## config.mk

```make
export PLATFORM = sky130hd
export DESIGN_NAME = load_align_unit
export DESIGN_NICKNAME = d
export VERILOG_FILES = /design/src/rtl/load_align_unit.sv
export SDC_FILE = /design/constraint.sdc
export NUM_CORES = 1
export LEC_CHECK = 0
export CAP_MARGIN = 20
export CORE_MARGIN = 3
export CORE_UTILIZATION = 47
export CTS_BUF_LIST = sky130_fd_sc_hd__clkbuf_8 sky130_fd_sc_hd__clkbuf_16
export DETAILED_ROUTE_END_ITERATION = 8
export PLACE_DENSITY = 0.75
export SKIP_LAST_GASP = 1
export SYNTH_ARGS = -nofsm -noshare
export SYNTH_HDL_FRONTEND = slang
export SYNTH_SLANG_ARGS = --single-unit
```

## constraint.sdc

```tcl
create_clock -name clk -period 3.2 [get_ports clk]
set_clock_uncertainty 0.1 [all_clocks]
set_input_delay 0.8 -clock clk [delete_from_list [all_inputs] [get_ports clk]]
set_output_delay 0.8 -clock clk [all_outputs]
set_load 0.005 [all_outputs]
```

## src/rtl/load_align_unit.sv

```systemverilog
// -----------------------------------------------------------------------------
// load_align_unit
//
// Load data path between the MEM stage and a beat-wide data memory port.
// A request is decoded, turned into one beat read (or two when the access
// straddles a beat boundary), and the returned beats are shifted, merged and
// sign/zero-extended to XLEN. The result leaves over a valid/ready handshake.
// Only one transaction is ever in flight.
//
// Parameters
//   XLEN        beat and result width, 32 or 64 (B = XLEN/8 bytes per beat)
//   MISALIGN_EN 1: split boundary-crossing loads, 0: misaligned load -> error
//   ADDR_W      byte address width
//
// Ports
//   clk, rst             clock (rising edge), asynchronous active-low reset
//   flush                abort the current transaction
//   req_valid/req_ready  load request handshake
//   req_addr             byte address
//   req_funct3           RISC-V load funct3
//   req_rd               destination tag, returned unchanged on rsp_rd
//   mem_req_valid/ready  beat read request handshake
//   mem_req_addr         beat-aligned read address
//   mem_rsp_valid/data   beat read data, one per accepted request, in order
//   rsp_valid/rsp_ready  result handshake
//   rsp_data             extended load result
//   rsp_rd               destination tag
//   rsp_err              illegal funct3, or misaligned load with MISALIGN_EN=0
// -----------------------------------------------------------------------------
module load_align_unit #(
  parameter int XLEN        = 32,
  parameter bit MISALIGN_EN = 1'b1,
  parameter int ADDR_W      = 32
) (
  input  logic              clk,
  input  logic              rst,
  input  logic              flush,
  input  logic              req_valid,
  output logic              req_ready,
  input  logic [ADDR_W-1:0] req_addr,
  input  logic [2:0]        req_funct3,
  input  logic [4:0]        req_rd,
  output logic              mem_req_valid,
  input  logic              mem_req_ready,
  output logic [ADDR_W-1:0] mem_req_addr,
  input  logic              mem_rsp_valid,
  input  logic [XLEN-1:0]   mem_rsp_data,
  output logic              rsp_valid,
  input  logic              rsp_ready,
  output logic [XLEN-1:0]   rsp_data,
  output logic [4:0]        rsp_rd,
  output logic              rsp_err
);

  localparam int B  = XLEN / 8;
  localparam int OW = $clog2(B);

  typedef enum logic [2:0] {
    S_IDLE,
    S_RD0,
    S_WAIT0,
    S_RD1,
    S_WAIT1,
    S_RESP,
    S_DRAIN
  } state_e;

  // ---------------------------------------------------------------------------
  // Decode helpers
  // ---------------------------------------------------------------------------
  function automatic logic is_legal(input logic [2:0] f3);
    case (f3)
      3'b000, 3'b001, 3'b010, 3'b100, 3'b101: return 1'b1;
      3'b011, 3'b110:                         return (XLEN == 64);
      default:                                return 1'b0;
    endcase
  endfunction

  function automatic logic [3:0] size_of(input logic [2:0] f3);
    return 4'd1 << f3[1:0];
  endfunction

  // Shift the two-beat window down by the byte offset, keep the access size
  // and extend from its top bit. beat1 is passed as zero for a single beat.
  function automatic logic [XLEN-1:0] align_ext(input logic [XLEN-1:0] hi,
                                                 input logic [XLEN-1:0] lo,
                                                 input logic [OW-1:0]   off,
                                                 input logic [2:0]      f3);
    logic [2*XLEN-1:0] win;
    logic [XLEN-1:0]   res;
    logic              sbit;
    int                nbits;
    win   = {hi, lo} >> {off, 3'b000};
    res   = win[XLEN-1:0];
    nbits = 8 << f3[1:0];
    sbit  = 1'b0;
    for (int i = 0; i < XLEN; i++) begin
      if (i == nbits - 1) sbit = res[i] & ~f3[2];
    end
    for (int i = 0; i < XLEN; i++) begin
      if (i >= nbits) res[i] = sbit;
    end
    return res;
  endfunction

  // ---------------------------------------------------------------------------
  // State
  // ---------------------------------------------------------------------------
  state_e            state_q,    state_d;
  logic [ADDR_W-1:0] addr_q,     addr_d;
  logic [2:0]        f3_q,       f3_d;
  logic [4:0]        rd_q,       rd_d;
  logic [XLEN-1:0]   beat0_q,    beat0_d;
  logic [XLEN-1:0]   rsp_data_q, rsp_data_d;
  logic              rsp_err_q,  rsp_err_d;

  // Incoming request decode
  logic [OW-1:0] req_off;
  logic [3:0]    req_size;
  logic          req_legal;
  logic          req_mis;

  assign req_off   = req_addr[OW-1:0];
  assign req_size  = size_of(req_funct3);
  assign req_legal = is_legal(req_funct3);
  assign req_mis   = ((4'(req_off) & (req_size - 4'd1)) != 4'd0);

  // Latched request decode
  logic [OW-1:0]     off_q;
  logic              split;
  logic [ADDR_W-1:0] beat_base;

  assign off_q     = addr_q[OW-1:0];
  assign split     = (5'(off_q) + 5'(size_of(f3_q))) > 5'(B);
  assign beat_base = {addr_q[ADDR_W-1:OW], {OW{1'b0}}};

  // ---------------------------------------------------------------------------
  // Next-state logic
  // ---------------------------------------------------------------------------
  always_comb begin
    // NOTE: every variable gets a default first so no path can infer a latch.
    state_d    = state_q;
    addr_d     = addr_q;
    f3_d       = f3_q;
    rd_d       = rd_q;
    beat0_d    = beat0_q;
    rsp_data_d = rsp_data_q;
    rsp_err_d  = rsp_err_q;

    case (state_q)
      S_IDLE: begin
        if (!flush && req_valid) begin
          addr_d = req_addr;
          f3_d   = req_funct3;
          rd_d   = req_rd;
          if (!req_legal || (req_mis && !MISALIGN_EN)) begin
            rsp_err_d  = 1'b1;
            rsp_data_d = '0;
            state_d    = S_RESP;
          end else begin
            rsp_err_d = 1'b0;
            state_d   = S_RD0;
          end
        end
      end

      // A flush that coincides with the beat handshake still leaves a
      // response on its way, so it must be drained.
      S_RD0: begin
        if (mem_req_ready) state_d = flush ? S_DRAIN : S_WAIT0;
        else if (flush)    state_d = S_IDLE;
      end

      S_WAIT0: begin
        if (mem_rsp_valid) begin
          if (flush) begin
            state_d = S_IDLE;
          end else if (split) begin
            beat0_d = mem_rsp_data;
            state_d = S_RD1;
          end else begin
            rsp_data_d = align_ext('0, mem_rsp_data, off_q, f3_q);
            state_d    = S_RESP;
          end
        end else if (flush) begin
          state_d = S_DRAIN;
        end
      end

      S_RD1: begin
        if (mem_req_ready) state_d = flush ? S_DRAIN : S_WAIT1;
        else if (flush)    state_d = S_IDLE;
      end

      S_WAIT1: begin
        if (mem_rsp_valid) begin
          if (flush) begin
            state_d = S_IDLE;
          end else begin
            rsp_data_d = align_ext(mem_rsp_data, beat0_q, off_q, f3_q);
            state_d    = S_RESP;
          end
        end else if (flush) begin
          state_d = S_DRAIN;
        end
      end

      S_RESP: begin
        if (flush || rsp_ready) state_d = S_IDLE;
      end

      // The outstanding response is dropped on arrival; a further flush
      // changes nothing because the beat is still owed.
      S_DRAIN: begin
        if (mem_rsp_valid) state_d = S_IDLE;
      end

      default: state_d = S_IDLE;
    endcase
  end

  // ---------------------------------------------------------------------------
  // Registers
  // ---------------------------------------------------------------------------
  // NOTE: state and datapath registers all take the asynchronous reset so the
  // registered outputs read zero while rst is low; non-blocking assignments
  // keep every register updating from the same pre-edge values.
  always_ff @(posedge clk or negedge rst) begin
    if (!rst) begin
      state_q    <= S_IDLE;
      addr_q     <= '0;
      f3_q       <= '0;
      rd_q       <= '0;
      beat0_q    <= '0;
      rsp_data_q <= '0;
      rsp_err_q  <= 1'b0;
    end else begin
      state_q    <= state_d;
      addr_q     <= addr_d;
      f3_q       <= f3_d;
      rd_q       <= rd_d;
      beat0_q    <= beat0_d;
      rsp_data_q <= rsp_data_d;
      rsp_err_q  <= rsp_err_d;
    end
  end

  // ---------------------------------------------------------------------------
  // Outputs
  // ---------------------------------------------------------------------------
  // A flush in IDLE refuses the request so it is never half-accepted.
  assign req_ready     = rst && (state_q == S_IDLE) && !flush;
  assign mem_req_valid = (state_q == S_RD0) || (state_q == S_RD1);
  assign mem_req_addr  = (state_q == S_RD0) ? beat_base :
                         (state_q == S_RD1) ? beat_base + ADDR_W'(B) :
                                              '0;
  assign rsp_valid     = (state_q == S_RESP);
  assign rsp_data      = rsp_data_q;
  assign rsp_rd        = rd_q;
  assign rsp_err       = rsp_err_q;

endmodule

```

== After elaboration in Yosys (flattened, before gate mapping) ==
Cells that the tools add are included.

* Input port bits: 79
* Register bits after elaboration: 108
* Output and inout port bits: 73
* Word-level logic and storage cells: 334

* $add $sub $neg: 3
* Shift-type cells: 4
* Multiplexer cells: 156
* Reductions and logical operators: 15
* Eq/ne operators: 50
* Bitwise logic cells: 66
* $lt $le $gt $ge: 33

{| class="wikitable"
|+ Operators by type and width
! kind !! number
|-
| 6-bit by 32-bit equality test with 1-bit output, first input constant || 16
|-
| 6-bit by 32-bit >= comparator with 1-bit output, first input constant || 16
|-
| 32-bit two-way mux || 9
|-
| 5-bit by 32-bit equality test with 1-bit output, first input constant || 8
|-
| 5-bit by 32-bit >= comparator with 1-bit output, first input constant || 8
|-
| 1-bit two-way mux || 130
|-
| 4-bit by 32-bit equality test with 1-bit output, first input constant || 4
|-
| 4-bit by 32-bit >= comparator with 1-bit output, first input constant || 4
|-
| 32-bit case mux with 3 select lines || 1
|-
| 1-bit AND || 64
|-
| 3-bit by 32-bit equality test with 1-bit output, first input constant || 2
|-
| 3-bit by 32-bit >= comparator with 1-bit output, first input constant || 2
|-
| 64-bit by 5-bit >> shifter with 32-bit output || 1
|-
| 3-bit two-way mux || 14
|-
| 32-bit by 3-bit adder with 32-bit output, second input constant || 1
|-
| 2-bit by 32-bit equality test with 1-bit output, first input constant || 1
|-
| 1-bit by 32-bit >= comparator with 1-bit output, first input constant || 1
|-
| 2-bit by 32-bit >= comparator with 1-bit output, first input constant || 1
|-
| 32-bit logical NOT || 1
|-
| 4-bit by 2-bit << shifter with 32-bit output, first input constant || 1
|-
| 32-bit by 5-bit >> shifter with 32-bit output || 1
|-
| 32-bit by 2-bit subtractor with 32-bit output, second input constant || 1
|-
| 3-bit case mux with 7 select lines || 1
|-
| 2-bit inequality test, second input constant || 8
|-
| 19 further kinds || 31
|}

== Longest topological paths before layout ==
* Word-level depth: 40
* Depth in mapped cells: 14
* Gate-level depth less buffers: 9

== Worst setup path before layout ==
No wires, ideal clock.

* Kind: flip-flop to flip-flop
* From: register f3_q[1]
* To: register beat0_q[13]
* Slack: -0.182 ns
* Arrival time: 3.158 ns
* Buffers on the path: 4
* Clock period less this slack: 3.382 ns
* Data required time: 2.975 ns
* Cell stages (with the launch flop): 14
* Library setup time: 0.125 ns
* Cell sequence: dfrtp_1 -> clkbuf_1 -> or2_2 -> buf_2 -> inv_1 -> buf_1 -> ha_1 -> ha_1 -> o21ai_0 -> a21bo_2 -> o211a_1 -> nor4_4 -> buf_4 -> mux2_2

* Word-level cells in the longest chain between the ends: 4

{| class="wikitable"
|+ RTL lines
! item !! RTL line !! RTL
|-
| start: declaration || 111 || <nowiki>logic [2:0] f3_q, f3_d;</nowiki>
|-
| start signal: assignment || 232 || <nowiki>f3_q <= '0;</nowiki>
|-
| start signal: assignment || 240 || <nowiki>f3_q <= f3_d;</nowiki>
|-
| 1-bit by 2-bit << shifter with 4-bit output || 80 || <nowiki>return 4'd1 << f3[1:0];</nowiki>
|-
| 2-bit by 4-bit adder with 5-bit output || 134 || <nowiki>assign split = (5'(off_q) + 5'(size_of(f3_q))) > 5'(B);</nowiki>
|-
| 5-bit by 3-bit greater-than comparator with 1-bit output || 134 ||
|-
| 4-bit AND reduction (no source line) || - ||
|-
| end signal: assignment || 242 || <nowiki>beat0_q <= beat0_d;</nowiki>
|-
| end: declaration || 113 || <nowiki>logic [XLEN-1:0] beat0_q, beat0_d;</nowiki>
|}

No other way between the ends.
A chain may end at the register's enable or synchronous reset.

== Final worst setup path ==
* From: register addr_q[8]
* To: output mem_req_addr[28]

* Word-level cells in the longest chain between the ends: 3

{| class="wikitable"
|+ RTL lines
! item !! RTL line !! RTL
|-
| start: declaration || 110 || <nowiki>logic [ADDR_W-1:0] addr_q, addr_d;</nowiki>
|-
| start signal: assignment || 239 || <nowiki>addr_q <= addr_d;</nowiki>
|-
| 32-bit by 3-bit adder with 32-bit output || 255 || <nowiki>(state_q == S_RD1) ? beat_base + ADDR_W'(B) :</nowiki>
|-
| 32-bit two-way mux || 255 ||
|-
| 32-bit two-way mux || 254 || <nowiki>assign mem_req_addr = (state_q == S_RD0) ? beat_base :</nowiki>
|-
| end: declaration || 45 || <nowiki>output logic [ADDR_W-1:0] mem_req_addr,</nowiki>
|}

No other way between the ends.

==> run_results.csv <==
group,metric,value,unit
status,status,"complete, but fails checks",
status,violations,"negative setup slack",
power,seqPwrFrac,30.3,%
floorplan,coreArea,14200,µm²
sta,finalSetupViolCount,4,
finish,multi_input_area,4179,µm²
worst_setup_path,cpPeakStageDelay,0.60,ns
hold_path,min_from,"beat0_q[0]$_DFFE_PN0P_",
finish,layout-drive-gt1-share,25.61,%
clocking,clk-insertion-delay-late,0.37,ns
grt,grt_max_degree,63,
power,power_density,927.5,nW/µm²
worst_setup_path,crit_start,"addr_q[8]$_DFFE_PN0P_",
power,p_clk_share,12.6,%
clocking,clk_path_buf_depth,2,
power,pwr-share-comb,57.1,%
detailed_routing,antenna_left,0,
synth,synth.yosys.seq_area_share,38.79,%
clocking,clock-sinks,108,
worst_setup_path,crit_slowest_cell,"or4_4",
synth,yosysTopAreaCellShare,38.79,%
place,gp_congestion,0.8863,
power,power_switching,3503,µW
sta,drv_slew,0,
clocking,htree_levels,3,
synth,synth.distinct_cells,65,
power,total_leakage_power,0.003963,µW
clocking,root_buffer,"clkbuf_16",
sta,slew_headroom,42.52,%
synth,synthCells,689,
place,dpl.hpwl,15310,µm
synth,yosysMostFrequentCell,"dfrtp_1",
clocking,cts_made_buffers,9,
synth,ys.flop_type,"dfrtp_1",
grt,grt_pass1_wl,33750,µm
grt,grt_pass1_vias,6386,
grt,grt_usage,26.04,%
finish,nFillCells,1113,
sta,fin_crit,3.352,ns
sta,worst_slew_pin_slew,0.8623,ns
worst_setup_path,endpoint_kind,"output port",
finish,finalNonFillerCells,1040,
worst_setup_path,reg2reg_from,"f3_q[1]$_DFFE_PN0P_",
detailed_routing,via_per_inst,6.204,
hold_path,hold_class,"reg2reg",
floorplan,die-area,16320,µm²
floorplan,die_w,127.8,µm
detailed_routing,drt-pass1-iter-count,5,
power,p_int,5228,µW
sta,final.setup.worst_slack,-0.1519,ns
grt,antenna_found_initial,2,
worst_setup_path,cp_max_fo,4,
clocking,cts_tree,"built",
synth,synth-edff-count,0,
floorplan,fp.dieH,127.8,µm
power,power.share.switching,40.12,%
worst_setup_path,worstPathArrival,2.45,ns
place,place_inst,1003,
power,totalPowerFinal,8731,µW
flow_run,maxCapViolations,0,
synth,syn_area,6968,µm²
grt,grt-ovfl-total,0,
floorplan,io-pin-count,152,
synth,synth_common_cells,"108 x dfrtp_1, 84 x mux2_2, 48 x nor2_1, 44 x nand2_1, 32 x mux2i_1",
clocking,path_clk_slew,0.07,ns
worst_setup_path,critical_path.startpoint_type,"flip-flop",
worst_setup_path,crit_buf_inv,2,
synth,synth_area_leaders,"dfrtp_1 39%, mux2_2 14%, mux2i_1 4.6%",
worst_setup_path,crit_path_cell_trace,"nand3_2, or4_4, buf_6, nor4_4, xnor2_1, nor2_1, dlygate4sd2_1",
worst_setup_path,crit_required,2.30,ns
floorplan,num_rows,43,
detailed_routing,via_count,6452,
finish,regArea,2709,µm²
place,portBuffers,149,
synth,synth-seq-cells,108,
finish,nNetsFinal,937,
worst_setup_path,critPathKind,"reg2out",
detailed_routing,drc_errors,0,
synth,async_reset_ff_share,100.0,%
sta,fmax,298.3,MHz
synth,yosysTopAreaCell,"dfrtp_1",
sta,rsz0062_at_grt,"true",
synth,ys_warn_count,0,
sta,finalHoldViolCount,0,
floorplan,initial_utilization,49.06,%
sta,fin_crit_sh,104.7,%
sta,final.setup.tns,-0.3588,ns
detailed_routing,drt_iter0_drc,596,
worst_setup_path,crit_family,"simple AND/OR/NAND/NOR gates",
synth,synth_area_per_cell,10.11,µm²
finish,synthToLayoutAreaGrowth,35.11,%
clocking,hold_buffers,0,
power,vdd_drop_max,0.4039,mV
detailed_routing,wl_per_cell,20.82,µm
detailed_routing,drt-total-wl,21650,µm
==> layout by cell type (no fill, tap or decap), types with 7 or more instances in the layout <==
cell / instances
nor2b_1: 12
nor2_1: 47
buf_4: 59
o22ai_1: 7
dfrtp_1: 103
nor3_1: 24
nand2b_1: 8
nor4_4: 9
nand3_1: 23
clkdlybuf4s50_1: 135
o221ai_1: 13
nand2_1: 43
xor2_1: 12
a2bb2oi_1: 8
clkbuf_16: 9
o21ai_0: 17
xnor2_1: 17
mux4_2: 13
dlymetal6s2s_1: 7
a21oi_1: 15
mux2i_1: 32
mux2_2: 84
inv_1: 9
nand4_1: 7
a211oi_1: 16
a31oi_1: 23
==> power by group through the flow <==
stage          Sequential, µW  Combinational, µW  Clock, µW
2_1_floorplan            2510               3020          0
3_3_place_gp             2600               4660          0
3_5_place_dp             2650               4760          0
4_1_cts                  2620               4870       1120
5_1_grt                  2730               5390       1160
6_report                 2650               4980       1100
==> stage by stage <==
| step | util [%] | hold WS [ns] | setup WS [ns] | instance area, µm² |
|---|---|---|---|---|
| global placement | 61.65 | 0.3901 | 0.05651 | 8757 |
| global route | 66.28 | 0.4243 | -0.1837 | 9414 |
| detailed placement | 61.65 | 0.3953 | 0.01800 | 8757 |
| CTS | 65.09 | 0.4117 | -0.1511 | 9245 |
| floorplan | - | 0.3757 | 0.03175 | 6980 |
| finish | 66.28 | 0.4076 | -0.1519 | 9414 |
==> metal layers <==
metal	track usage [%]	vias up	wire length, µm
met4	8.739	2	643
li1	-	2913	-
met5	0	-	19
met2	41.56	318	10280
met3	7.333	57	1834
met1	34.27	3162	8872
==> state kept, by name, summed over array words and instances, names as in the netlist <==
register  flops
beat0_q      32
state_q       3
rsp_data     32
rsp_err       1
addr_q       32
f3_q          3
rsp_rd        5
==> path summary, 6_finish.rpt <==
path / end / slack (ns) / cells past startpoint
worst max-delay path: mem_req_addr[28] / -0.15 / 7
worst min-delay path: beat0_q[0]$_DFFE_PN0P_ / 0.41 / 1
worst max register to register: beat0_q[11]$_DFFE_PN0P_ / 0.35 / 10
worst min register to register: beat0_q[0]$_DFFE_PN0P_ / 0.41 / 1
max in group asynchronous: addr_q[24]$_DFFE_PN0P_ / 1.20 / 3
min in group asynchronous: addr_q[30]$_DFFE_PN0P_ / 0.49 / 2
==> timing repair <==
action	4_1_cts	5_1_grt
buffers inserted	6	12
resized for setup	40	22
pin swaps	7	9
endpoints found under the setup margin	22	17
cloned	1	0
==> cell families (layout without fill, tap and decap cells) <==
logic type	count (synthesis)	in the layout	synth area share, %
multiplexers	131	131	22.70
buffers and inverters	68	235	4.597
AO/OA/AOI/OAI	139	139	14.24
XOR/XNOR	29	29	3.645
flip-flops	108	108	38.79
AND/OR/NAND/NOR	208	209	15.21
adder cells (fa/ha/maj)	4	4	0.7183
other	2	5	0.1078
==> area by class of cell <==
| type | instances | area share (%) |
|---|---|---|
| diodes | 1 | 0.02658 |
| clock buffers | 10 | 2.539 |
| clock inverters | 6 | 0.5051 |
| inverters | 9 | 0.3589 |
| multi-input cells | 516 | 44.39 |
| flip-flops and latches | 108 | 28.77 |
| well taps | 180 | 2.392 |
| repair buffers | 210 | 21.01 |
Power figures use the tool's default switching activity.
